--- src/rtl/branch_sequencer.sv ---
// branch_sequencer: three-state controller that captures a decoded branch,
// evaluates its condition, and holds the resolved next PC until fetch takes it.
// Also keeps saturating committed-branch / taken-branch counters for debug.
module branch_sequencer #(
  parameter int WIDTH     = 16,
  parameter int CNT_WIDTH = 8
) (
  input  logic                 clk,
  input  logic                 reset,
  input  logic                 start,
  input  logic [WIDTH-1:0]     instruction,
  input  logic [WIDTH-1:0]     rddata,
  input  logic [WIDTH-1:0]     rsdata,
  input  logic [WIDTH-1:0]     N,
  input  logic [WIDTH-1:0]     pc,
  input  logic [WIDTH-1:0]     target,
  output logic                 busy,
  output logic                 pc_valid,
  input  logic                 pc_ready,
  output logic [WIDTH-1:0]     next_pc,
  output logic                 taken,
  output logic [CNT_WIDTH-1:0] branch_cnt,
  output logic [CNT_WIDTH-1:0] taken_cnt
);

  localparam logic [1:0] S_IDLE   = 2'd0;
  localparam logic [1:0] S_EVAL   = 2'd1;
  localparam logic [1:0] S_COMMIT = 2'd2;

  logic [1:0]           r_state;
  logic [3:0]           r_cond;
  logic [WIDTH-1:0]     r_rd;
  logic [WIDTH-1:0]     r_rs;
  logic [WIDTH-1:0]     r_n;
  logic [WIDTH-1:0]     r_pc;
  logic [WIDTH-1:0]     r_tgt;
  logic                 r_taken;
  logic [WIDTH-1:0]     r_next_pc;
  logic [CNT_WIDTH-1:0] r_branch_cnt;
  logic [CNT_WIDTH-1:0] r_taken_cnt;
  logic                 w_cond_true;
  logic                 w_handoff;

  // Handshake only counts while a result is actually being presented.
  assign w_handoff = (r_state == S_COMMIT) && pc_ready;

  // Condition evaluation on the captured operands (unsigned compares).
  always_comb begin
    w_cond_true = 1'b0;
    case (r_cond)
      4'b0000: w_cond_true = (r_rd >  r_rs);
      4'b0001: w_cond_true = (r_rd <  r_rs);
      4'b0010: w_cond_true = (r_rd == r_rs);
      4'b0011: w_cond_true = (r_rd != r_rs);
      4'b0100: w_cond_true = (r_rd == '0);
      4'b1000: w_cond_true = (r_rd >  r_n);
      4'b1001: w_cond_true = (r_rd <  r_n);
      4'b1010: w_cond_true = (r_rd == r_n);
      4'b1011: w_cond_true = (r_rd != r_n);
      default: w_cond_true = 1'b0;
    endcase
  end

  // FSM: capture on accept, resolve in EVAL, hold result through COMMIT.
  always_ff @(posedge clk) begin
    if (reset) begin
      r_state   <= S_IDLE;
      r_cond    <= '0;
      r_rd      <= '0;
      r_rs      <= '0;
      r_n       <= '0;
      r_pc      <= '0;
      r_tgt     <= '0;
      r_taken   <= 1'b0;
      r_next_pc <= '0;
    end else begin
      case (r_state)
        S_IDLE: begin
          if (start) begin
            r_cond  <= {instruction[11], instruction[4:2]};
            r_rd    <= rddata;
            r_rs    <= rsdata;
            r_n     <= N;
            r_pc    <= pc;
            r_tgt   <= target;
            r_state <= S_EVAL;
          end
        end
        S_EVAL: begin
          // Result registers only change here, so they stay put through any stall
          // and keep their last value after handoff.
          r_taken   <= w_cond_true;
          r_next_pc <= w_cond_true ? r_tgt : r_pc + WIDTH'(1);
          r_state   <= S_COMMIT;
        end
        S_COMMIT: begin
          if (pc_ready) r_state <= S_IDLE;
        end
        default: r_state <= S_IDLE;
      endcase
    end
  end

  // Saturating statistics, bumped once per completed handoff.
  always_ff @(posedge clk) begin
    if (reset) begin
      r_branch_cnt <= '0;
      r_taken_cnt  <= '0;
    end else if (w_handoff) begin
      if (!(&r_branch_cnt))           r_branch_cnt <= r_branch_cnt + CNT_WIDTH'(1);
      if (r_taken && !(&r_taken_cnt)) r_taken_cnt  <= r_taken_cnt + CNT_WIDTH'(1);
    end
  end

  assign busy       = (r_state != S_IDLE);
  assign pc_valid   = (r_state == S_COMMIT);
  assign next_pc    = r_next_pc;
  assign taken      = r_taken;
  assign branch_cnt = r_branch_cnt;
  assign taken_cnt  = r_taken_cnt;

endmodule
--- config.mk ---
export PLATFORM = sky130hd
export DESIGN_NAME = branch_sequencer
export DESIGN_NICKNAME = d
export VERILOG_FILES = /design/src/rtl/branch_sequencer.sv
export SDC_FILE = /design/constraint.sdc
export NUM_CORES = 1
export LEC_CHECK = 0
export ABC_CLOCK_PERIOD_IN_PS = 3950
export BUFFER_PORTS_ARGS = -buffer_cell sky130_fd_sc_hd__buf_2
export CORE_AREA = 2 2 111 113
export CTS_CLUSTER_DIAMETER = 100
export DETAILED_ROUTE_END_ITERATION = 7
export DIE_AREA = 0 0 113 115
export GPL_ROUTABILITY_DRIVEN = 1
export PLACE_DENSITY = 0.74
export SLEW_MARGIN = 25
export SYNTH_ARGS = -nofsm -noshare
export SYNTH_HDL_FRONTEND = slang
export SYNTH_SLANG_ARGS = --single-unit
--- constraint.sdc ---
create_clock -name clk -period 3.95 [get_ports clk]
set_input_delay 0 -clock clk [delete_from_list [all_inputs] [get_ports clk]]
set_output_delay 0 -clock clk [all_outputs]
set_load 0.03 [all_outputs]
==> results.txt <==
Status: finished, violations left
Failing checks: design-rule violations
Pre-CTS setup slack: 998 ps
Clock power share: 0.449
Library cells used by synthesis: 50
GRT overflow: 0
Fmax: 341 MHz
Vias post-DR: 5622
Setup ws final: 1020 ps
Sw Ratio: 0.254
Commonest non-fill, non-tap cell in the layout: nand2_1
Max transition margin: 0.337
Register Area: 2380 µm²
Boundary Pins: 135
Most frequent cells in the layout: 207 x nand2_1, 121 x buf_2, 119 x dfxtp_1, 101 x a21oi_1, 86 x dlygate4sd3_1
Final #Nets: 1053
Share of layout cells above drive strength 1: 0.189
Worst hold path class: in -> reg
Final core utilization: 0.665
Ys flop type: dfxtp_1
Max Cap Viol: 0
CTS Buffer Depth: 2
Gate Count Post-Synth: 724
Placed cell area: 6410 µm²
Power Density: 430 nW/µm²
PortBufs: 122
Worst Setup Path Type: reg -> reg
Drt via density: 5.22
Final GP Congestion: 0.860
Synth async-reset ratio: 0
Mapped Area: 5740 µm²
Critical path arrival: 3180 ps
Worst-Margin Slew: 991 ps
Die Y: 115 µm
RSZ-0062 raised after global routing: no
Initial antenna violation count: 0
Synth Register Bits: 119
Gr usage total: 0.242
CP Max Fanout: 17
Area Overhead vs Synth: 36.9%
Post-Layout Cell Count: 1076
Post-Layout Inst Area: 7860 µm²
CTS sink count: 119
YS warnings: 0
P_int: 2.52 mW
Final Max Tran Viols: 0
Area of the core region: 11800 µm²
WHS: 373 ps
Area leader, netlist: dfxtp_1
TritonRoute pass-1 iters: 7
Die X: 113 µm
Yosys top cell area share: 0.415
Element type at the critical path end: register
Share of power burned in registers: 0.392
Routed Antenna Nets: 0
DRC Markers: 8
Vias in the first global route: 5391
Clock slew at reported path FFs: 50 ps
Cell total after placement: 960
Routed WL: 15500 µm
Max stage delay cell, worst path: nor2_2
Inserted Clock Buffers: 17
Cell chain of the critical path: ha_1 > nand4_2 > nor4_2 > a22oi_2 > mux2i_4 > nor2_2 > and3_1 > buf_4 > a2111oi_2
Final Power: 3.38 mW
Largest net degree at the start of global routing: 104
Site row count: 40
Setup TNS: 0 ps
PostCTS Resize Cnt: 0
Worst Path Buf+Inv: 1
Drt wl/cell: 14.4 µm
Comb pwr share: 0.159
Final min period: 2930 ps
CP max stage delay: 480 ps
Leakage Power: 3.30 nW
Worst path required time: 4200 ps
Clock latency on the worst-skew pair: 410 ps
Ant diodes: 0
Clk_skew: 14.4 ps
H-tree levels: 4
First-pass GRT wire length: 25000 µm
Final setup vio count: 0
Seq/Total Area, Yosys: 0.415
Number of flops mapped to enable cells by yosys: 0
Drt initial violations: 350
Tcrit/Tclk final: 0.742
Starting density of the core: 0.486
Fillers: 966
Die area: 13000 µm²
Max VDD drop: 297 µV
Switching power: 0.859 mW
Multi-input logic area: 3060 µm²
Syn nets: 859
Top delay family on crit path: simple AND/OR/NAND/NOR gates
CTS tree: yes
Root buffer cell: clkbuf_16
Worst setup SP type: register
Hold Violations, Final: 0
Dominant cells by area after synthesis: dfxtp_1 41%, nand2_1 14%, a21oi_1 8.8%
DP Wirelength: 9600 µm
Syn Area/Cell: 7.93 µm²
worst register-to-register path: cells and delay by family (launching register included):
kind | cells | cell delay [ps]
buffers and inverters | 1 | 250
adder cells (fa/ha/maj) | 1 | 360
flip-flops | 1 | 360
multiplexers | 1 | 230
AND/OR/NAND/NOR | 4 | 1280
AO/OA/AOI/OAI | 2 | 300
cell type report:
class,instances,area share
Timing Repair Buffer,213,0.193
Clock inverter,2,0.00764
Inverter,35,0.0167
Multi-Input combinational cell,532,0.389
Tap cell,147,0.0234
Sequential cell,119,0.303
Clock buffer,28,0.0670
cells by family after synthesis:
kind of cell             share of synthesized area
flip-flops                                   0.415
multiplexers                                0.0137
XOR/XNOR                                    0.0381
AO/OA/AOI/OAI                                0.158
buffers and inverters                       0.0530
AND/OR/NAND/NOR                              0.246
adder cells (fa/ha/maj)                     0.0763
path summary, 6_finish.rpt:
kind	from	slack [ps]	endpoint	depth (start not counted)
setup / recovery	r_rd[15]	1020	next_pc[1]	9
hold / removal	rsdata[4]	370	r_rs[4]	4
setup reg to reg	r_rd[15]	1020	next_pc[1]	9
hold reg to reg	r_n[12]	450	r_n[12]	2
repair_timing:
| item | in CTS | in global routing |
|---|---|---|
| hold buffers | 86 | 0 |
| buffers inserted | 0 | 0 |
| hold endpoints to repair | 85 | 0 |
registers in the layout, indices dropped and copies added, names as in the netlist:
| signal | count |
|---|---|
| next_pc | 16 |
| r_n | 16 |
| r_rs | 16 |
| r_state | 2 |
| r_tgt | 16 |
| r_rd | 16 |
| r_pc | 16 |
| r_cond | 4 |
| taken | 1 |
| taken_cnt | 8 |
| branch_cnt | 8 |
per-layer routing:
metal,up-vias,GRT usage,wire length [µm]
met2,158,0.412,7640
met1,2592,0.293,6710
met4,0,0.0984,432
met5,-,0,0
li1,2836,-,-
met3,36,0.0611,733
cell usage after synthesis, types with 3 or more instances:
cell	count
nand4_1	16
buf_1	6
o21ai_0	5
o21ai_1	3
and3_1	10
nor4_1	6
o211ai_2	8
dfxtp_1	119
or3_1	3
clkbuf_1	27
inv_1	35
nand2b_1	3
nor2_1	38
nor3_1	4
nand2_1	208
a211oi_2	3
a21o_1	4
xnor2_1	12
a21oi_1	101
a221o_1	6
nand3_1	13
nor2b_1	5
a31oi_1	8
xor2_1	13
ha_1	35
power by group through the flow:
stage          clock [mW]  combinational (mW)  sequential (mW)
2_1_floorplan           0               0.342             1.34
3_3_place_gp            0               0.455             1.35
3_5_place_dp            0               0.462             1.35
4_1_cts              1.54               0.532             1.32
5_1_grt              1.60               0.593             1.33
6_report             1.52               0.537             1.33
No activity file was read; power rests on OpenSTA's default activity.
